===== src/rtl/uart_encoder_pkg.sv =====
`default_nettype none
// ============================================================================
// Module   : uart_encoder_pkg
// Purpose  : Shared types and constants for the UART encoder: FSM state
//            encoding and the number of data bits per frame.
// Config   : UART_ENCODER_PARITY_EN adds the PARITY state to the encoding.
// Revision : 1.0 - initial release
// ============================================================================
package uart_encoder_pkg;

  localparam int FRAME_DATA_BITS = 8;

`ifdef UART_ENCODER_PARITY_EN
  typedef enum logic [2:0] {
    IDLE   = 3'd0,
    START  = 3'd1,
    DATA   = 3'd2,
    PARITY = 3'd3,
    STOP   = 3'd4
  } state_t;
`else
  typedef enum logic [2:0] {
    IDLE   = 3'd0,
    START  = 3'd1,
    DATA   = 3'd2,
    STOP   = 3'd4
  } state_t;
`endif

endpackage : uart_encoder_pkg
`default_nettype wire


===== src/rtl/uart_baud_tick.sv =====
`default_nettype none
// ============================================================================
// Module   : uart_baud_tick
// Purpose  : Bit-period timer. Counts 0..CLKS_PER_BIT-1 and emits a one-cycle
//            tick on the last cycle of each bit period. While restart is high
//            the counter is held at 0 so the first bit after it is full length.
// Ports    : clk      - system clock
//            rst      - asynchronous active-high reset
//            restart  - hold the timer at the start of a bit period
//            tick     - high on the final cycle of a bit period
// Revision : 1.0 - initial release
// ============================================================================
module uart_baud_tick #(
  parameter int CLKS_PER_BIT = 434
) (
  input  logic clk,
  input  logic rst,
  input  logic restart,
  output logic tick
);

  localparam int            CW   = (CLKS_PER_BIT > 1) ? $clog2(CLKS_PER_BIT) : 1;
  localparam logic [CW-1:0] LAST = CW'(CLKS_PER_BIT - 1);

  logic [CW-1:0] count;

  always_ff @(posedge clk or posedge rst) begin
    if (rst) begin
      count <= '0;
    end else if (restart || (count == LAST)) begin
      count <= '0;
    end else begin
      count <= count + 1'b1;
    end
  end

  assign tick = !restart && (count == LAST);

endmodule : uart_baud_tick
`default_nettype wire


===== src/rtl/uart_encoder.sv =====
`default_nettype none
// ============================================================================
// Module   : uart_encoder
// Purpose  : UART transmitter, 8 data bits LSB first, 1 or 2 stop bits,
//            optional even parity. valid/ready byte handshake.
// Config   : define UART_ENCODER_PARITY_EN to insert an even-parity bit
//            between the data bits and the stop bit(s).
// Ports    : clk     - system clock
//            rst     - asynchronous active-high reset
//            data_i  - byte to transmit, latched on acceptance
//            valid_i - data_i is valid
//            ready_o - encoder is idle and can accept a byte
//            uart_tx - serial output, idles high
//            busy_o  - a frame is in progress (inverse of ready_o)
// Revision : 1.0 - initial release
// ============================================================================
module uart_encoder
  import uart_encoder_pkg::*;
#(
  parameter int CLKS_PER_BIT = 434,
  parameter int STOP_BITS    = 1
) (
  input  logic       clk,
  input  logic       rst,
  input  logic [7:0] data_i,
  input  logic       valid_i,
  output logic       ready_o,
  output logic       uart_tx,
  output logic       busy_o
);

  localparam logic [2:0] LAST_DATA = 3'(FRAME_DATA_BITS - 1);
  localparam logic [2:0] LAST_STOP = 3'(STOP_BITS - 1);

  state_t     state, state_next;
  logic [2:0] idx, idx_next;
  logic [7:0] shreg, shreg_next;
  logic       tx_next;
  logic       bit_tick;
  logic       restart;

  // Timer is parked at 0 while idle so the start bit gets a full period.
  assign restart = (state == IDLE);

  uart_baud_tick #(
    .CLKS_PER_BIT(CLKS_PER_BIT)
  ) u_baud (
    .clk    (clk),
    .rst    (rst),
    .restart(restart),
    .tick   (bit_tick)
  );

  always_ff @(posedge clk or posedge rst) begin
    if (rst) begin
      state   <= IDLE;
      idx     <= '0;
      shreg   <= '0;
      uart_tx <= 1'b1;
    end else begin
      state   <= state_next;
      idx     <= idx_next;
      shreg   <= shreg_next;
      uart_tx <= tx_next;
    end
  end

  always_comb begin
    state_next = state;
    idx_next   = idx;
    shreg_next = shreg;
    case (state)
      IDLE: begin
        if (valid_i) begin
          shreg_next = data_i;
          idx_next   = '0;
          state_next = START;
        end
      end
      START: begin
        if (bit_tick) begin
          idx_next   = '0;
          state_next = DATA;
        end
      end
      DATA: begin
        if (bit_tick) begin
          if (idx == LAST_DATA) begin
            idx_next   = '0;
`ifdef UART_ENCODER_PARITY_EN
            state_next = PARITY;
`else
            state_next = STOP;
`endif
          end else begin
            idx_next = idx + 3'd1;
          end
        end
      end
`ifdef UART_ENCODER_PARITY_EN
      PARITY: begin
        if (bit_tick) begin
          idx_next   = '0;
          state_next = STOP;
        end
      end
`endif
      STOP: begin
        // idx counts stop bits here so 8N2 reuses the same counter.
        if (bit_tick) begin
          if (idx == LAST_STOP) begin
            idx_next   = '0;
            state_next = IDLE;
          end else begin
            idx_next = idx + 3'd1;
          end
        end
      end
      default: begin
        idx_next   = '0;
        state_next = IDLE;
      end
    endcase
  end

  // Line level is registered from the next state so uart_tx is glitch-free
  // and the start bit appears in the first cycle after acceptance.
  always_comb begin
    tx_next = 1'b1;
    case (state_next)
      START:   tx_next = 1'b0;
      DATA:    tx_next = shreg_next[idx_next];
`ifdef UART_ENCODER_PARITY_EN
      PARITY:  tx_next = ^shreg_next;
`endif
      default: tx_next = 1'b1;
    endcase
  end

  assign ready_o = (state == IDLE);
  assign busy_o  = !ready_o;

endmodule : uart_encoder
`default_nettype wire

===== config.mk =====
export PLATFORM = sky130hd
export DESIGN_NAME = uart_encoder
export DESIGN_NICKNAME = d
export VERILOG_FILES = /design/src/rtl/uart_encoder_pkg.sv /design/src/rtl/uart_baud_tick.sv /design/src/rtl/uart_encoder.sv
export SDC_FILE = /design/constraint.sdc
export NUM_CORES = 1
export LEC_CHECK = 0
export ABC_AREA = 1
export BUFFER_PORTS_ARGS = -buffer_cell sky130_fd_sc_hd__buf_2
export CAP_MARGIN = 20
export CORE_MARGIN = 2
export CORE_UTILIZATION = 35
export CTS_CLUSTER_DIAMETER = 150
export DETAILED_ROUTE_END_ITERATION = 8
export PLACE_DENSITY_LB_ADDON = 0.12
export SLEW_MARGIN = 5
export SYNTH_ARGS = -nofsm -noshare
export SYNTH_HDL_FRONTEND = slang
export SYNTH_SLANG_ARGS = --single-unit

===== constraint.sdc =====
create_clock -name clk -period 2.1 [get_ports clk]
set_input_delay 0.105 -clock clk [delete_from_list [all_inputs] [get_ports clk]]
set_output_delay 0.105 -clock clk [all_outputs]
set_load 0.05 [all_outputs]

## Word-level counts from Yosys, hierarchy flattened

Index checks and enable logic that the tools add are counted.

- Register bits: 24
- Input port bits: 11
- Output and inout port bits: 3
- Word-level logic and storage cells: 40

- Add/subtract/negate cells: 2
- Order comparisons: 1
- Eq/ne operators: 7
- Muxes and demuxes: 20
- Reduce and logical (&&, ||, !) cells: 5

Operator list:

| operator | number |
|---|---|
| 3-bit 2-to-1 mux | 12 |
| 3-bit case mux with 4 select lines | 2 |
| 8-bit 2-to-1 mux | 2 |
| 9-bit by 1-bit adder with 9-bit output, second input constant | 1 |
| 9-bit == test, second input constant | 1 |
| 9-bit 2-to-1 mux | 1 |
| 3-bit by 1-bit == test with 1-bit output, second input constant | 2 |
| 3-bit by 2-bit == test with 1-bit output, second input constant | 2 |
| 3-bit == test, second input constant | 2 |
| 3-bit zero test | 2 |
| 3-bit by 4-bit < comparator with 1-bit output, second input constant | 1 |
| 3-bit by 1-bit adder with 3-bit output, second input constant | 1 |
| 1-bit binary-select mux with 3-bit select | 1 |
| 1-bit case mux with 2 select lines | 1 |
| 1-bit logical AND | 1 |
| 1-bit zero test | 1 |
| 1-bit logical OR | 1 |
| 1-bit 2-to-1 mux | 1 |

## Longest topological paths before layout

- Depth in word-level cells: 8
- Gate-level depth with buffers: 14
- Depth with buffers taken out: 14

## By module

Synthesis repeated with hierarchy kept, for this count alone.

- Cell total of the unflattened synthesis: 183
- Area total of the unflattened synthesis: 1428.9 um^2

Modules (own cells, without submodules):

| module | times used | cells an instance | area an instance (um^2) | seq. area each (um^2) |
|---|---|---|---|---|
| uart_encoder | 1 | 114 | 917.1 | 376.6 |
| uart_baud_tick | 1 | 69 | 511.7 | 225.2 |

## Least setup slack after synthesis

No wires, ideal clock.

- Kind: register to register
- Start point: register state[1]
- End point: register uart_tx
- Setup time: 76 ps
- Arrival time: 1585 ps
- Required time: 2024 ps
- Setup slack: 439 ps
- Cell stages (with the launch flop): 12
- Path buffers: 1
- Period minus slack after synthesis: 1661 ps
- Cells stage by stage: dfrtp_1 inv_2 nand2_2 nor2_4 nand2_2 buf_6 o21ai_1 nand2_1 nand3_1 nand3_1 nand3_1 nand2_1

- Word-level cells in the longest chain between the ends: 8
- Elaborated cells on any way between the ends: 23
- Classes of those cells: eq/ne: 5; mux: 15; reduce/logical: 3

Ends and longest elaborated chain:

| element | RTL line | source |
|---|---|---|
| start: declaration | uart_encoder.sv:35 | `state_t state, state_next;` |
| start signal: assignment | uart_encoder.sv:61 | `state <= state_next;` |
| 3-bit zero test (*) | n/a |  |
| net ready_o | uart_encoder.sv:27 | `output logic ready_o,` |
| 1-bit zero test | uart_baud_tick.sv:37 | `assign tick = !restart && (count == LAST);` |
| 1-bit logical AND | uart_baud_tick.sv:37 |  |
| 3-bit 2-to-1 mux, on equally long branches | uart_encoder.sv:110, uart_encoder.sv:81, uart_encoder.sv:87 |  |
| 3-bit case mux with 4 select lines | uart_encoder.sv:72 | `case (state)` |
| 1-bit binary-select mux with 3-bit select | uart_encoder.sv:132 | `DATA: tx_next = shreg_next[idx_next];` |
| 1-bit 2-to-1 mux (implied by the code) | uart_encoder.sv:132 |  |
| 1-bit case mux with 2 select lines (*) | uart_encoder.sv:130 | `case (state_next)` |
| net tx_next | uart_encoder.sv:38 | `logic tx_next;` |
| end signal: assignment | uart_encoder.sv:64 | `uart_tx <= tx_next;` |
| end: declaration | uart_encoder.sv:28 | `output logic uart_tx,` |

Mark *: on every way through the listed nets, which the timed path passes. The rest lies on a longest branch. The select of a mux whose other input is x is not followed.

## Worst setup path after layout

- Start point: register u_baud.count[1]
- End point: register uart_tx

- Word-level cells in the longest chain between the ends: 7
- Elaborated cells on any way between the ends: 15
- Classes of those cells: eq/ne: 3; mux: 11; reduce/logical: 1

Ends and longest elaborated chain:

| element | RTL line | source |
|---|---|---|
| start: declaration | uart_baud_tick.sv:25 | `logic [CW-1:0] count;` |
| start signal: assignment | uart_baud_tick.sv:33 | `count <= count + 1'b1;` |
| 9-bit == test (*) | uart_baud_tick.sv:37 |  |
| 1-bit logical AND (*) | uart_baud_tick.sv:37 |  |
| 3-bit 2-to-1 mux, on equally long branches | uart_encoder.sv:110, uart_encoder.sv:81, uart_encoder.sv:87 |  |
| 3-bit case mux with 4 select lines | uart_encoder.sv:72 |  |
| 1-bit binary-select mux with 3-bit select | uart_encoder.sv:132 |  |
| 1-bit 2-to-1 mux (implied by the code) | uart_encoder.sv:132 |  |
| 1-bit case mux with 2 select lines (*) | uart_encoder.sv:130 |  |
| net tx_next | uart_encoder.sv:38 |  |

Marked as above.

==> impl_metrics.env <==
export IMPL_cts_buffers=3
export IMPL_synth_cell_area_mm2=0.00140
export IMPL_slew_headroom_pct=78.0
export IMPL_cts_max_level=1
export IMPL_ys_seq_area_share_pct=43.1
export IMPL_post_cts_buffers=0
export IMPL_power_ir_vdd_worst_uv=234
export IMPL_crit_family="simple AND/OR/NAND/NOR gates"
export IMPL_async_flop_share_pct=100
export IMPL_grt_pass1_vias=1135
export IMPL_hold_buffers=1
export IMPL_hold_viol_final=0
export IMPL_drc=0
export IMPL_drive_gt1_share_pct=26.6
export IMPL_cts_buffer_depth=2
export IMPL_synth_nets=190
export IMPL_cts_tree="yes"
export IMPL_skew_ps=1.64
export IMPL_slew_violations=0
export IMPL_detail_route_wl_per_cell_um=10.4
export IMPL_maxCapViolations=0
export IMPL_startpoint_type="flop"
export IMPL_multiInputGateArea_um2=643
export IMPL_cts_reportedPaths_clkPinSlew_ps=90
export IMPL_yosysUniqueCellTypes=27
export IMPL_clock_latency_ps=270
export IMPL_track_usage_pct=13.7
export IMPL_crit_fanout=5
export IMPL_worst_slew_pin_slew_ps=328
export IMPL_finalNetCount=209
export IMPL_cp_required_ps=2310
export IMPL_synth_edff_count=0
export IMPL_firstDrtPassIters=4
export IMPL_vias_per_cell=4.64
export IMPL_fillCellCount=408
export IMPL_ctsResizeCount=0
export IMPL_dieHeight_um=67.2
export IMPL_die_area_mm2=0.00451
export IMPL_n_antenna_cell=0
export IMPL_wl_um=2500
export IMPL_path_buf_inv=1
export IMPL_final_seq_area_um2=602
export IMPL_row_count=22
export IMPL_antenna_found_initial=0
export IMPL_min_period_ps=1690
export IMPL_crit_slowest_cell="dfrtp_1"
export IMPL_vias=1114
export IMPL_synth_top_flop_cell="dfrtp_1"
export IMPL_gp_congestion=0.820
export IMPL_rsz0062_at_grt="no"
export IMPL_core_area_mm2=0.00374
export IMPL_timing_fmax_mhz=590
export IMPL_finalSetupViolCount=0
export IMPL_slowest_delay_ps=400
export IMPL_post_route_period_util_pct=80.7
export IMPL_cp_cell_sequence="inv_1 -> ha_1 -> nand2_1 -> nor2_4 -> nand4_1 -> nand2_2 -> nand2_4 -> nand2_4 -> nand2_1 -> nand3_1 -> nand3_1 -> nand3_1 -> nand2_1"
export IMPL_syn_inst=174
export IMPL_hpwl_um=1950
export IMPL_synth_area_leaders="dfrtp_1, nand2_1, inv_1"
export IMPL_start_util_pct=37.3
export IMPL_tns_ps=0
export IMPL_cellPowerDensity_mw_per_mm2=511
export IMPL_ant_nets=0
export IMPL_yosys_register_bits=24
export IMPL_dieWidth_um=67.2
export IMPL_yosysTopAreaCell="dfrtp_1"
export IMPL_cts_num_sinks=24
export IMPL_drtIter0Drc=55
export IMPL_power_w=0.000810
export IMPL_overflow=0
export IMPL_leakage_nw=0.818
export IMPL_ys_warn_count=0
export IMPL_cp_end_kind="flop"
export IMPL_syn_area_per_cell_um2=8.03
export IMPL_area_delta_synth_final_pct=13.3
export IMPL_worstSetupPathType="reg2reg"
export IMPL_pin_count=14
export IMPL_portBuffers=13
export IMPL_hp_class="in2reg"
export IMPL_status="finished clean"
export IMPL_cts_root_buf="clkbuf_8"
export IMPL_crit_arrival_ps=1910
export IMPL_grt_pass1_wl_um=4770
export IMPL_grt_max_degree=25
export IMPL_yosys_area_top_type_share_pct=41.2
-- where the power goes --
group	switching, W	total, W	leakage, nW	internal, W
Sequential	0	0.000462	0.260	0.000462
Clock	0.000158	0.000326	0.0288	0.000168
Combinational	0.0000127	0.0000218	0.529	0.00000915
Total	0.000171	0.000810	0.818	0.000639
-- through the flow --
step	util, %	cell area [µm²]	std cells	hold slack [ps]	setup slack [ps]
final	42.3	1580	240	59.7	406
after floorplan	-	1400	174	119	439
after global routing	42.3	1580	240	64.9	219
after detailed placement	40.6	1520	235	173	408
after CTS	42.3	1580	240	54.3	386
after global placement	40.6	1520	235	166	413
-- synth_stat cells, types with 3 or more instances --
master	number
o21ai_1	5
a21oi_1	4
nor3b_1	3
nor2_1	8
nor2_4	3
dfrtp_1	23
nand3_1	12
o21ai_0	5
nand2_4	3
ha_1	5
inv_2	9
nor3_1	5
nand2_1	36
nand2_2	10
inv_1	27
-- registers in the layout, indices dropped and copies added (netlist names) --
| register | cells |
|---|---|
| idx | 3 |
| shreg | 8 |
| state | 3 |
| u_baud.count | 9 |
| uart_tx | 1 |
-- final timing paths --
| path | startpoint | endpoint | slack (ps) | cells past startpoint |
|---|---|---|---|---|
| min | data_i[1] | shreg[1] | 60 | 3 |
| max | u_baud.count[1] | uart_tx | 410 | 13 |
| min in group asynchronous | rst | shreg[4] | 410 | 4 |
| max reg2reg | u_baud.count[1] | uart_tx | 410 | 13 |
| min reg2reg | u_baud.count[0] | u_baud.count[0] | 490 | 1 |
| max in group asynchronous | rst | uart_tx | 1400 | 4 |
-- layout by cell type (no fill, tap or decap), types with 2 or more instances in the layout --
master and instances:
nor3_1 5, nor3b_1 3, buf_2 13, nand2_4 3, nand2_2 10, dfrtp_1 23, inv_1 27, nor2_4 3
a21oi_1 4, ha_1 5, nand3_2 2, and3_1 2, nand3_1 12, nand2_1 36, nand4_1 2, o21ai_0 5
o21ai_2 2, nor2_1 8, o21ai_1 5, clkbuf_8 4, inv_2 9
-- cells by family after synthesis --
logic type / after synthesis / synth area share (%)
and+or+nand+nor: 90 / 34.7
buffers and inverters: 38 / 10.9
DFF: 24 / 43.1
AOI/OAI and AO/OA: 17 / 6.80
adders and majority gates: 5 / 4.48
-- layout make-up --
class,count,area share [%]
Multi-Input combinational cell,112,40.6
Sequential cell,24,38.0
Inverter,37,8.93
Timing Repair Buffer,15,5.21
Tap cell,48,3.79
Clock buffer,4,3.48
-- per-layer routing --
| layer | part of all wire [%] | vias up | GRT usage (%) |
|---|---|---|---|
| met1 | 52 | 517 | 18.3 |
| met2 | 43 | 14 | 21.3 |
| met5 | 0 | - | 0 |
| met3 | 2.7 | 7 | 2.67 |
| li1 | - | 576 | - |
| met4 | 2.7 | 0 | 6.89 |
-- worst register-to-register path, cell delays in order, from the launching register on --
cell     delay, ps
dfrtp_1        400
inv_1           60
ha_1           150
nand2_1         90
nor2_4         160
nand4_1        160
nand2_2        120
nand2_4         70
nand2_4         80
nand2_1         60
nand3_1         70
nand3_1         80
nand3_1         80
nand2_1         50
Power figures use the tool's default switching activity.
